==> src/rtl/pipeline_control_unit_pkg.sv <==
// Shared definitions for the pipeline freeze/stall/flush sequencer:
// sequencer state encoding and the default drain length.
package pipeline_control_unit_pkg;

  typedef enum logic [2:0] {
    ST_IDLE      = 3'd0,
    ST_RUN       = 3'd1,
    ST_STEP_WAIT = 3'd2,
    ST_DRAIN     = 3'd3,
    ST_HALTED    = 3'd4
  } pcu_state_e;

  // Advancing cycles needed after HALT leaves ID to empty EX, MEM and WB.
  localparam int DRAIN_CYCLES_DEFAULT = 3;

endpackage

==> src/rtl/pipeline_control_unit_stall_counter.sv <==
// Saturating up-counter with synchronous clear; counts load-use stall
// cycles for the debug unit and holds at all-ones.
module stall_counter #(
  parameter int WIDTH = 16
) (
  input  logic             i_clk,
  input  logic             i_reset,
  input  logic             i_clear,
  input  logic             i_en,
  output logic [WIDTH-1:0] o_count
);

  // NOTE: sequential state is written only with non-blocking assignments so
  // every flop samples pre-edge values regardless of block evaluation order.
  always_ff @(posedge i_clk) begin
    if (i_reset || i_clear) begin
      o_count <= '0;
    end else if (i_en && (o_count != '1)) begin
      o_count <= o_count + 1'b1;
    end
  end

endmodule

==> src/rtl/pipeline_control_unit.sv <==
// Central freeze/stall/flush sequencer for the 5-stage MIPS pipeline, with
// debug run/step control, HALT drain, and cycle/stall counters.
module pipeline_control_unit
  import pipeline_control_unit_pkg::*;
#(
  parameter int LEN          = 32,
  parameter int NB_CNT       = 16,
  parameter int DRAIN_CYCLES = DRAIN_CYCLES_DEFAULT
) (
  input  logic              i_clk,
  input  logic              i_reset,
  input  logic              i_start,
  input  logic              i_step_mode,
  input  logic              i_step,
  input  logic              i_stall_flag,
  input  logic              i_branch_taken,
  input  logic              i_halt,
  output logic              o_pipe_en,
  output logic              o_pc_write,
  output logic              o_if_id_write,
  output logic              o_if_id_flush,
  output logic              o_id_ex_bubble,
  output logic              o_halted,
  output logic [LEN-1:0]    o_cycle_count,
  output logic [NB_CNT-1:0] o_stall_count
);

  localparam int DRAIN_W = (DRAIN_CYCLES > 2) ? $clog2(DRAIN_CYCLES) : 1;
  localparam logic [DRAIN_W-1:0] DRAIN_LOAD = DRAIN_W'(DRAIN_CYCLES - 1);

  pcu_state_e         state;
  logic [DRAIN_W-1:0] drain_cnt;
  logic               pipe_en;
  logic               pc_write;
  logic               if_id_write;
  logic               if_id_flush;
  logic               id_ex_bubble;
  logic               halt_take;
  logic               stall_take;
  logic               start_take;

  // NOTE: every signal gets a default at the top of the block, so no path
  // leaves one unassigned and no latch is inferred.
  always_comb begin
    pipe_en      = 1'b0;
    pc_write     = 1'b0;
    if_id_write  = 1'b0;
    if_id_flush  = 1'b0;
    id_ex_bubble = 1'b0;
    halt_take    = 1'b0;
    stall_take   = 1'b0;
    unique case (state)
      ST_RUN, ST_STEP_WAIT: begin
        pipe_en = (state == ST_RUN) || i_step;
        if (pipe_en) begin
          // HALT has no operands, so a coincident load-use flag is spurious;
          // a stalled branch has stale operands, so its redirect waits.
          if (i_halt) begin
            halt_take    = 1'b1;
            id_ex_bubble = 1'b1;
          end else if (i_stall_flag) begin
            stall_take   = 1'b1;
            id_ex_bubble = 1'b1;
          end else begin
            pc_write    = 1'b1;
            if_id_write = 1'b1;
            if_id_flush = i_branch_taken;
          end
        end
      end
      ST_DRAIN: begin
        pipe_en      = 1'b1;
        id_ex_bubble = 1'b1;
      end
      default: ;
    endcase
  end

  assign start_take     = (state == ST_IDLE) && i_start;
  assign o_pipe_en      = pipe_en;
  assign o_pc_write     = pc_write;
  assign o_if_id_write  = if_id_write;
  assign o_if_id_flush  = if_id_flush;
  assign o_id_ex_bubble = id_ex_bubble;

  always_ff @(posedge i_clk) begin
    if (i_reset) begin
      state         <= ST_IDLE;
      drain_cnt     <= '0;
      o_halted      <= 1'b0;
      o_cycle_count <= '0;
    end else begin
      if (pipe_en) begin
        o_cycle_count <= o_cycle_count + 1'b1;
      end
      unique case (state)
        ST_IDLE: begin
          if (i_start) begin
            state         <= i_step_mode ? ST_STEP_WAIT : ST_RUN;
            o_cycle_count <= '0;
          end
        end
        ST_RUN, ST_STEP_WAIT: begin
          if (halt_take) begin
            state     <= ST_DRAIN;
            drain_cnt <= DRAIN_LOAD;
          end
        end
        ST_DRAIN: begin
          if (drain_cnt == '0) begin
            state    <= ST_HALTED;
            o_halted <= 1'b1;
          end else begin
            drain_cnt <= drain_cnt - 1'b1;
          end
        end
        ST_HALTED: ;
        default: state <= ST_IDLE;
      endcase
    end
  end

  stall_counter #(
    .WIDTH (NB_CNT)
  ) u_stall_counter (
    .i_clk   (i_clk),
    .i_reset (i_reset),
    .i_clear (start_take),
    .i_en    (stall_take),
    .o_count (o_stall_count)
  );

endmodule

==> config.mk <==
export PLATFORM = sky130hd
export DESIGN_NAME = pipeline_control_unit
export DESIGN_NICKNAME = d
export VERILOG_FILES = /design/src/rtl/pipeline_control_unit_pkg.sv /design/src/rtl/pipeline_control_unit_stall_counter.sv /design/src/rtl/pipeline_control_unit.sv
export SDC_FILE = /design/constraint.sdc
export NUM_CORES = 1
export LEC_CHECK = 0
export BUFFER_PORTS_ARGS = -buffer_cell sky130_fd_sc_hd__buf_2
export CORE_MARGIN = 2
export CORE_UTILIZATION = 43
export DETAILED_ROUTE_END_ITERATION = 12
export GPL_ROUTABILITY_DRIVEN = 0
export PLACE_DENSITY = 0.66
export SYNTH_ARGS = -nofsm -noshare
export SYNTH_HDL_FRONTEND = slang
export SYNTH_SLANG_ARGS = --single-unit
==> constraint.sdc <==
create_clock -name i_clk -period 2.4 [get_ports i_clk]
set_clock_uncertainty 0.2 [all_clocks]
set_input_delay 0.12 -clock i_clk [delete_from_list [all_inputs] [get_ports i_clk]]
set_output_delay 0.12 -clock i_clk [all_outputs]
set_load 0.02 [all_outputs]
==> results of run 1 <==
[where the power goes]
group          leakage [nW]  switching [W]  internal (W)
sequential            0.436      0.0000173      0.000914
clock                0.0383       0.000275      0.000202
combinational         0.825       0.000174      0.000100
total                  1.30       0.000466       0.00122
[cell usage in the layout, fill, tap and decap left out, types with 3 or more instances in the layout]
master / instances
nor3_1: 3
o2111ai_1: 3
clkbuf_8: 5
a211oi_1: 6
dlygate4sd3_1: 3
nor2_1: 48
inv_1: 5
nor4_1: 10
and2_1: 4
xor2_1: 14
nand2_1: 24
nor2b_1: 4
xnor2_1: 22
nand3_1: 15
and3_1: 14
or4_1: 3
o21ai_0: 9
ha_1: 3
buf_2: 61
a21oi_1: 14
o211ai_1: 4
nand4_1: 9
or3_1: 5
and4_1: 11
buf_4: 8
dfxtp_1: 54
[kinds of logic (layout without fill, tap and decap cells)]
logic type / Yosys count / in the layout / share of synthesized area
AOI/OAI and AO/OA: 45 / 45 / 0.105
and+or+nand+nor: 161 / 161 / 0.324
adders and majority gates: 3 / 3 / 0.0139
buffers and inverters: 22 / 84 / 0.0348
DFF: 54 / 54 / 0.401
xor gates and xnor gates: 36 / 36 / 0.117
muxes: 1 / 1 / 0.00371
[routing by layer]
metal,share of wire,up-vias,global-route usage
li1,-,1273,-
met1,0.48,1171,0.236
met2,0.46,68,0.290
met3,0.050,4,0.0368
met4,0.0078,0,0.0402
met5,0,-,0
[synth_stat cells (2+ instances only)]
library cell  count  area, sq um
o211ai_1          4         30.0
nor3_1            3         15.0
nand2_1          24         90.1
buf_4             2         15.0
nor4_1           10         62.6
a21o_1            2         15.0
o21ai_0           9         45.0
dfxtp_1          54         1080
and2_1            4         25.0
buf_2             2         10.0
clkbuf_1         12         45.0
nand4_1           9         56.3
nor4b_1           2         17.5
xnor2_1          22          193
and3_1           14         87.6
nor2_1           48          180
nor2b_1           4         25.0
or3_1             5         31.3
ha_1              3         37.5
a211oi_1          6         45.0
xor2_1           14          123
inv_1             5         18.8
and4_1           11         96.3
o2111ai_1         3         26.3
nand3_1          15         75.1
or4_1             3         22.5
a21oi_1          14         70.1
[sequential cells by signal (all words and copies together) (netlist names)]
signal,cells
o_cycle_count,32
u_stall_counter.o_count,16
state,3
drain_cnt,2
o_halted,1
[through the flow]
step	setup WS [ns]	util	cells
after floorplan	0.300	-	322
after global placement	0.352	0.514	449
after detailed placement	0.217	0.514	449
after CTS	0.194	0.532	459
after global routing	0.0489	0.532	459
final	0.159	0.532	459
[layout make-up]
| class | count | share of cell area |
|---|---|---|
| Tap cell | 75 | 0.0295 |
| Sequential cell | 54 | 0.339 |
| Multi-Input combinational cell | 246 | 0.477 |
| Clock buffer | 7 | 0.0240 |
| Timing Repair Buffer | 72 | 0.124 |
| Inverter | 5 | 0.00589 |
[final timing paths]
kind | from | end | slack (ns) | depth (start not counted)
max | u_stall_counter.o_count[0]$_SDFFE_PP0P_ | u_stall_counter.o_count[9]$_SDFFE_PP0P_ | 0.16 | 6
min | i_step | state[0]$_SDFFE_PP0P_ | 0.1 | 5
max reg2reg | u_stall_counter.o_count[0]$_SDFFE_PP0P_ | u_stall_counter.o_count[9]$_SDFFE_PP0P_ | 0.16 | 6
min reg2reg | drain_cnt[0]$_SDFFE_PP0P_ | drain_cnt[0]$_SDFFE_PP0P_ | 0.27 | 1
[timing repair]
action | CTS | global route
resized for setup | 0 | 0
endpoints found under the hold margin | 6 | 0
endpoints found under the setup margin | 0 | 0
hold buffers | 3 | 0
[worst max-delay path, cell delays in order, from the launching register on]
cell and delay (ns):
dfxtp_1 0.35, ha_1 0.24, and4_2 0.28, and3_1 0.22, a2111oi_0 0.61, xnor2_1 0.19
nor2_1 0.05
==> flow_summary_export.csv, run 1 <==
group,metric,value,unit
place,dp_hpwl,4480,um
power,power.density_cell_area,528,nW/um^2
worst_setup_path,startpoint_type_of_the_worst_setup_path,"flip-flop",
floorplanning,die_width,83.2,um
power,design_power_total,0.00168,W
route,drcViolationCount,0,
route,drt-vias-per-instance,5.48,
run_status,status,"finished, final reports clean",
clock_tree,clk_pin_slew,0.09,ns
power,p_leak,1.30,nW
worst_setup_path,critPathRequiredTime,2.39,ns
global_route,grt_antenna_before_repair,0,
finish,final_nets,395,
logic_synthesis,post_synth_top_flop,"dfxtp_1",
floorplanning,boundaryPins,62,
sta,slew_headroom,0.581,
sta,final.min_clock_period,2.24,ns
route,vias,2516,
route,initialDrtViolationCount,124,
sta,final.period_utilization,0.934,
sta,setup_violating_endpoint_count_in_the_final_report,0,
finish,fin_area,3190,sq um
clock_tree,cts.path.max_buffers,2,
logic_synthesis,ys_seq_area_frac,0.401,
worst_setup_path,cp.arrival,2.23,ns
route,ant_nets,0,
finish,regArea,1080,sq um
floorplanning,fp.dieArea,6920,sq um
finish,fill_cells,614,
clock_tree,clock_latency_of_the_later_clocked_register_in_the_worst_skew_pair,0.30,ns
sta,worst_pin_slew,0.613,ns
logic_synthesis,yosys_warnings,0,
worst_setup_path,path_max_fanout,5,
finish,synthToLayoutAreaGrowth,18.2,%
worst_setup_path,endpoint_kind_of_the_worst_setup_timing_path,"flip-flop",
sta,hold_viol_final,0,
sta,holdWs,0.0956,ns
clock_tree,cts_htree_levels,2,
sta,setup-tns-final,0,ns
logic_synthesis,syn-instance-count,322,
finish,count_of_antenna_diodes_in_the_layout,0,
power,max-vdd-ir-drop,0.000266,V
global_route,globalRouteTotalUtil,0.176,
route,detail_route.wl_per_cell,13.4,um
place,placement.cell_area,3080,sq um
sta,finalMaxSlewViolations,0,
logic_synthesis,synth.avg_cell_area,8.37,sq um
floorplanning,starting_density_of_the_core,0.450,
clock_tree,clock_buffers_created_by_tritoncts,5,
floorplanning,core-area,5990,sq um
finish,multiInputGateArea,1520,sq um
logic_synthesis,yosys_register_bits,54,
logic_synthesis,syn-cell-area,2700,sq um
flow_run,cap_violations,0,
place,buffer_ports.inserted,61,
route,firstDrtPassIters,4,
logic_synthesis,synth_cell_type_count,45,
clock_tree,clock-sinks,54,
finish,final_layout_size_suffix_gt1_frac,0.203,
sta,rsz0062_at_grt,"false",
global_route,grt_first_pass_wirelength,10400,um
route,postRouteWirelength,6170,um
logic_synthesis,asyncSetResetFlopFracSynth,0,
clock_tree,postCtsSetupBuffers,0,
logic_synthesis,syn-num-nets,333,
global_route,grt_remaining_overflow,0,
global_route,grt_max_degree,19,
global_route,grt_pass1_vias,2263,
floorplanning,die_height,83.2,um
sta,fmaxAchievable,446,MHz
worst_hold_path,worst_hold_path_type,"input pin to flip-flop",
logic_synthesis,synth_edf_count,0,
worst_setup_path,timing.setup.critical_path_class,"flip-flop to flip-flop",
floorplanning,floorplan.rows,28,
clock_tree,cts_root_buffer,"clkbuf_8",
clock_tree,cts_tree,"built",
No activity file was read; power rests on OpenSTA's default activity.
==> run 2, diff against run 1 <==
--- a/config.mk
+++ b/config.mk
@@ -10,7 +10,9 @@
 export CORE_UTILIZATION = 43
 export DETAILED_ROUTE_END_ITERATION = 12
 export GPL_ROUTABILITY_DRIVEN = 0
+export MAX_ROUTING_LAYER = met4
 export PLACE_DENSITY = 0.66
+export RECOVER_POWER = 50
 export SYNTH_ARGS = -nofsm -noshare
 export SYNTH_HDL_FRONTEND = slang
 export SYNTH_SLANG_ARGS = --single-unit
==> run 2 against run 1 <==
Power fell by 0.57%. Highest routed layer unchanged. Via count fell by 0.72%. Non-clock buffer count did not move. Design area fell by 2.1%. Largest power group unchanged. Critical path type unchanged.
==> flow_summary_export.csv, run 2 (synthesis results as in run 1) <==
group,metric,value,unit
clock_tree,cts.path.max_buffers,2,
sta,fmaxAchievable,444,MHz
finish,largest_register,"o_cycle_count",
power,p_leak,1.07,nW
worst_setup_path,rr_startpoint,"u_stall_counter.o_count[0]$_SDFFE_PP0P_",
floorplanning,die_height,83.2,um
worst_setup_path,endpoint_kind_of_the_worst_setup_timing_path,"flip-flop",
global_route,globalRouteMet3Util,0.0368,
flow_run,cap_violations,0,
power,clock_power_share,0.283,
global_route,grt_remaining_overflow,0,
worst_setup_path,path_max_fanout,5,
run_status,status,"finished, final reports clean",
sta,setup_violating_endpoint_count_in_the_final_report,0,
power,p_sw,0.000463,W
route,firstDrtPassIters,4,
sta,setup-tns-final,0,ns
finish,largest_register_ffs,32,
global_route,grt_pass1_vias,2262,
route,initialDrtViolationCount,120,
power,power.density_cell_area,536,nW/um^2
finish,fill_cells,635,
sta,hold_viol_final,0,
global_route,globalRouteTotalUtil,0.181,
floorplanning,die_width,83.2,um
floorplanning,boundaryPins,62,
worst_hold_path,worst_hold_path_type,"input pin to flip-flop",
global_route,grt_first_pass_wirelength,10400,um
clock_tree,cts_htree_levels,2,
route,drt-vias-per-instance,5.44,
worst_setup_path,crit_family,"compound AO/OA/AOI/OAI gates",
finish,reg_top3,"o_cycle_count (32), u_stall_counter.o_count (16), state (3)",
power,share_comb_of_total_power,0.160,
worst_setup_path,path_buf_inv,0,
route,drcViolationCount,0,
finish,count_of_antenna_diodes_in_the_layout,0,
clock_tree,clock_buffers_created_by_tritoncts,5,
floorplanning,fp.dieArea,6920,sq um
route,ant_nets,0,
worst_setup_path,crit_path_max_incr_delay,0.61,ns
sta,postLayoutSetupSlackWorst,0.150,ns
global_route,grt.met2_usage,0.290,
worst_setup_path,critical_path.slowest_cell,"a2111oi_0",
floorplanning,floorplan.rows,28,
route,postRouteWirelength,6180,um
sta,worst_pin_slew,0.616,ns
sta,slew_headroom,0.579,
clock_tree,clock_latency_of_the_later_clocked_register_in_the_worst_skew_pair,0.30,ns
place,dp_hpwl,4480,um
finish,final_layout_size_suffix_gt1_frac,0.0703,
power,switching_share,0.277,
sta,holdWs,0.0997,ns
finish,commonest_non_fill_non_tap_cell_in_the_layout,"dfxtp_1",
worst_setup_path,timing.setup.critical_path_class,"flip-flop to flip-flop",
sta,final.min_clock_period,2.25,ns
power,power_report.internal_total,0.00121,W
clock_tree,clock-sinks,54,
power,power.sequential.fraction,0.557,
clock_tree,cts.repair.resized,0,
clock_tree,cts_root_buffer,"clkbuf_8",
global_route,global_route.peak_usage_layer,"met2",
route,detail_route.wl_per_cell,13.5,um
worst_setup_path,crit_path_cell_trace,"ha_1, and4_2, and3_1, a2111oi_0, xnor2_1, nor2_1",
clock_tree,clk_pin_slew,0.09,ns
worst_setup_path,cp.arrival,2.24,ns
finish,synthToLayoutAreaGrowth,15.7,%
sta,rsz0062_at_grt,"false",
route,vias,2498,
clock_tree,cts_tree,"built",
worst_setup_path,critPathRequiredTime,2.39,ns
clock_tree,hold_fix_buffer_count_after_cts,3,
global_route,grt_util_met1,0.236,
floorplanning,starting_density_of_the_core,0.450,
power,max-vdd-ir-drop,0.000265,V
floorplanning,core-area,5990,sq um
sta,finalMaxSlewViolations,0,
place,buffer_ports.inserted,61,
sta,final.period_utilization,0.938,
worst_setup_path,startpoint_type_of_the_worst_setup_path,"flip-flop",
global_route,grt_max_degree,19,
place,preCtsSetupSlack,0.217,ns
finish,layout_common_cells,"54 x dfxtp_1, 53 x clkbuf_1, 48 x nor2_1",
worst_setup_path,crit_start,"u_stall_counter.o_count[0]$_SDFFE_PP0P_",
worst_hold_path,timing.hold.worst.start,"i_step",
finish,final_standard_cell_utilization_of_the_core,0.521,
clock_tree,postCtsSetupBuffers,0,
finish,final_nets,395,
global_route,grt_antenna_before_repair,0,
[run 2: cell types whose count changed in the layout (fill, tap and decap cells not counted), sizes merged]
cell | before | now
buf | 69 | 18
clkbuf | 7 | 58
[run 2: tightest hold or removal path, stage by stage]
cell and delay [ns]:
buf_2 0.14, nand2_1 0.06, a211oi_1 0.06, a21oi_1 0.11, a211oi_1 0.06
[run 2: cell type report]
class,count,area [sq um],share of cell area
inverter,5,18.8,0.00602
tap,75,93.8,0.0301
timing repair buffer,72,329,0.105
multi-input combinational,246,1520,0.487
clock buffer,7,76.3,0.0245
sequential,54,1080,0.347
[run 2: path summary, 6_finish.rpt]
path | slack, ns | end | depth (start not counted)
max | 0.15 | u_stall_counter.o_count[9]$_SDFFE_PP0P_ | 6
min | 0.1 | state[0]$_SDFFE_PP0P_ | 5
max reg2reg | 0.15 | u_stall_counter.o_count[9]$_SDFFE_PP0P_ | 6
min reg2reg | 0.27 | drain_cnt[0]$_SDFFE_PP0P_ | 1
[run 2: layer usage]
metal | vias up | part of all wire
li1 | 1270 | -
met3 | 4 | 0.055
met4 | 0 | 0.0078
met1 | 1150 | 0.47
met5 | - | 0
met2 | 74 | 0.46
[run 2: per-stage QoR]
stage | instance area, sq um | std cells | power (W)
floorplan | 2700 | 322 | 0.00114
global placement | 3080 | 449 | 0.00122
detailed placement | 3080 | 449 | 0.00122
CTS | 3190 | 459 | 0.00171
global route | 3120 | 459 | 0.00176
finish | 3120 | 459 | 0.00167
[run 2: power groups by stage]
stage,clock network (W),registers (W),logic [W]
final,0.000473,0.000932,0.000268
after CTS,0.000500,0.000931,0.000274
after floorplan,0,0.000961,0.000179
after global routing,0.000528,0.000935,0.000297
after global placement,0,0.000952,0.000264
after detailed placement,0,0.000952,0.000266
==> run 3, diff against run 2 <==
--- a/config.mk
+++ b/config.mk
@@ -6,13 +6,16 @@
 export NUM_CORES = 1
 export LEC_CHECK = 0
 export BUFFER_PORTS_ARGS = -buffer_cell sky130_fd_sc_hd__buf_2
+export CELL_PAD_IN_SITES_DETAIL_PLACEMENT = 1
+export CELL_PAD_IN_SITES_GLOBAL_PLACEMENT = 1
 export CORE_MARGIN = 2
-export CORE_UTILIZATION = 43
+export CORE_UTILIZATION = 39
 export DETAILED_ROUTE_END_ITERATION = 12
 export GPL_ROUTABILITY_DRIVEN = 0
 export MAX_ROUTING_LAYER = met4
-export PLACE_DENSITY = 0.66
+export PLACE_DENSITY = 0.79
 export RECOVER_POWER = 50
+export SETUP_SLACK_MARGIN = 0.15
 export SYNTH_ARGS = -nofsm -noshare
 export SYNTH_HDL_FRONTEND = slang
 export SYNTH_SLANG_ARGS = --single-unit
==> run 3 against run 2 <==
Design area up 1.9%. Register-to-register slack better by 0.13 ns. Via count up 1.8%. Critical endpoint unchanged. Cell count grew 1.1%. Worst hold slack got worse by 0.030 ns. Combinational power barely moved. Largest cell class unchanged. Fmax rose by 5.9%. Highest routed layer unchanged.
==> flow_summary_export.csv, run 3 (synthesis results as in run 1) <==
group,metric,value,unit
clock_tree,cts_htree_levels,2,
route,vias,2544,
clock_tree,cts.path.max_buffers,2,
finish,synthToLayoutAreaGrowth,17.9,%
finish,layout_common_cells,"54 x dfxtp_1, 51 x clkbuf_1, 48 x nor2_1",
place,placement.cell_area,3090,sq um
place,preCtsSetupSlack,0.284,ns
power,power_report.internal_total,0.00143,W
global_route,grt_pass1_vias,2521,
sta,setup-tns-final,0,ns
sta,hold_viol_final,0,
finish,final_nets,394,
worst_setup_path,worstRegToRegCells,6,
flow_run,cap_violations,0,
route,drcViolationCount,0,
sta,slew_headroom,0.647,
floorplanning,starting_density_of_the_core,0.399,
worst_setup_path,timing.critical_path.to,"u_stall_counter.o_count[9]$_SDFFE_PP0P_",
sta,postLayoutSetupSlackWorst,0.275,ns
clock_tree,clk_pin_slew,0.10,ns
global_route,globalRouteTotalUtil,0.202,
sta,setup_violating_endpoint_count_in_the_final_report,0,
worst_setup_path,setup.reg_to_reg.worst_slack,0.28,ns
sta,fmaxAchievable,471,MHz
floorplanning,die_width,87.1,um
power,power.density_cell_area,610,nW/um^2
clock_tree,cts_tree,"built",
clock_tree,cts_root_buffer,"clkbuf_8",
route,initialDrtViolationCount,51,
clock_tree,clock_latency_of_the_later_clocked_register_in_the_worst_skew_pair,0.31,ns
place,buffer_ports.inserted,61,
route,detail_route.wl_per_cell,15.4,um
worst_setup_path,path_max_fanout,5,
route,drt-vias-per-instance,5.48,
sta,holdWs,0.0694,ns
floorplanning,boundaryPins,62,
worst_setup_path,startpoint_type_of_the_worst_setup_path,"flip-flop",
power,clock_power_share,0.376,
sta,finalMaxSlewViolations,0,
finish,fin_area,3180,sq um
sta,rsz0062_at_grt,"false",
finish,largest_register_ffs,32,
run_status,status,"finished, final reports clean",
route,firstDrtPassIters,4,
finish,commonest_non_fill_non_tap_cell_in_the_layout,"dfxtp_1",
floorplanning,floorplan.rows,30,
place,dp_hpwl,5220,um
finish,largest_register,"o_cycle_count",
worst_setup_path,cp.arrival,2.13,ns
worst_hold_path,worst_hold_path_type,"input pin to flip-flop",
worst_setup_path,rr_startpoint,"u_stall_counter.o_count[0]$_SDFFE_PP0P_",
global_route,grt_first_pass_wirelength,11900,um
finish,count_of_antenna_diodes_in_the_layout,0,
power,p_sw,0.000513,W
global_route,grt_remaining_overflow,0,
power,p_leak,1.10,nW
worst_setup_path,critPathRequiredTime,2.41,ns
clock_tree,clock-sinks,54,
finish,reg_top3,"o_cycle_count (32), u_stall_counter.o_count (16), state (3)",
floorplanning,die_height,87.1,um
clock_tree,clock_buffers_created_by_tritoncts,5,
power,share_comb_of_total_power,0.139,
floorplanning,core-area,6760,sq um
worst_setup_path,endpoint_kind_of_the_worst_setup_timing_path,"flip-flop",
sta,final.period_utilization,0.885,
floorplanning,fp.dieArea,7590,sq um
route,ant_nets,0,
power,power.sequential.fraction,0.485,
finish,final_layout_size_suffix_gt1_frac,0.0807,
sta,final.min_clock_period,2.12,ns
worst_setup_path,crit_start,"u_stall_counter.o_count[0]$_SDFFE_PP0P_",
worst_setup_path,timing.setup.critical_path_class,"flip-flop to flip-flop",
power,max-vdd-ir-drop,0.000288,V
power,switching_share,0.264,
sta,worst_pin_slew,0.516,ns
worst_setup_path,r2r-end,"u_stall_counter.o_count[9]$_SDFFE_PP0P_",
global_route,grt_antenna_before_repair,0,
route,postRouteWirelength,7170,um
global_route,grt_max_degree,18,
[run 3: changes by cell type in the layout (fill, tap and decap cells not counted)]
cell / delta
and3_2: +1
clkbuf_1: -2
clkinv_4: +1
and3_1: -1
bufinv_16: +2
dlygate4sd3_1: -1
[run 3: area by class of cell]
cell class	instances	area, sq um
well taps	80	100
fillers	860	3580
repair buffers	71	319
clock buffers	5	68.8
clock inverters	3	68.8
multi-input cells	246	1520
inverters	5	18.8
flip-flops and latches	54	1080
[run 3: per-stage QoR]
step	util	instances	power (W)
2_1_floorplan	-	322	0.00114
3_3_place_gp	0.457	454	0.00122
3_5_place_dp	0.457	454	0.00123
4_1_cts	0.480	464	0.00196
5_1_grt	0.470	464	0.00204
6_report	0.470	464	0.00194
[run 3: what timing repair did]
action                                  CTS  global route
setup buffers                             0             0
hold buffers                              2             0
resized for setup                         0             1
endpoints found under the hold margin     6             0
endpoints found under the setup margin    0             4
[run 3: worst min path at each step]
stage / from / end / slack [ns] / cells past startpoint
3_3_place_gp: i_reset / o_halted$_SDFFE_PP0P_ / 0.20 / 2
2_1_floorplan: i_step_mode / state[1]$_SDFFE_PP0P_ / 0.07 / 2
4_1_cts: i_start / state[1]$_SDFFE_PP0P_ / 0.07 / 4
3_5_place_dp: i_reset / drain_cnt[0]$_SDFFE_PP0P_ / 0.21 / 2
6_report: i_start / state[1]$_SDFFE_PP0P_ / 0.07 / 4
5_1_grt: i_start / state[1]$_SDFFE_PP0P_ / 0.09 / 4
[run 3: worst max-delay path, stage by stage, from the launching register on]
cell	delay, ns
dfxtp_1	0.35
ha_1	0.24
and4_2	0.28
and3_1	0.22
a2111oi_0	0.52
xnor2_1	0.18
nor2_1	0.05
[run 3: routing by layer]
metal	routed length, um	track usage	vias up
met5	0	-	-
met4	136	0.0671	0
met3	223	0.0332	11
met2	3370	0.330	48
met1	3430	0.255	1222
li1	-	-	1263
[run 3: power groups by stage]
stage | Sequential (W) | Combinational, W | Clock (W)
after floorplan | 0.000961 | 0.000179 | 0
after global placement | 0.000959 | 0.000264 | 0
after detailed placement | 0.000960 | 0.000273 | 0
after CTS | 0.000939 | 0.000278 | 0.000746
after global routing | 0.000943 | 0.000307 | 0.000786
final | 0.000939 | 0.000270 | 0.000729
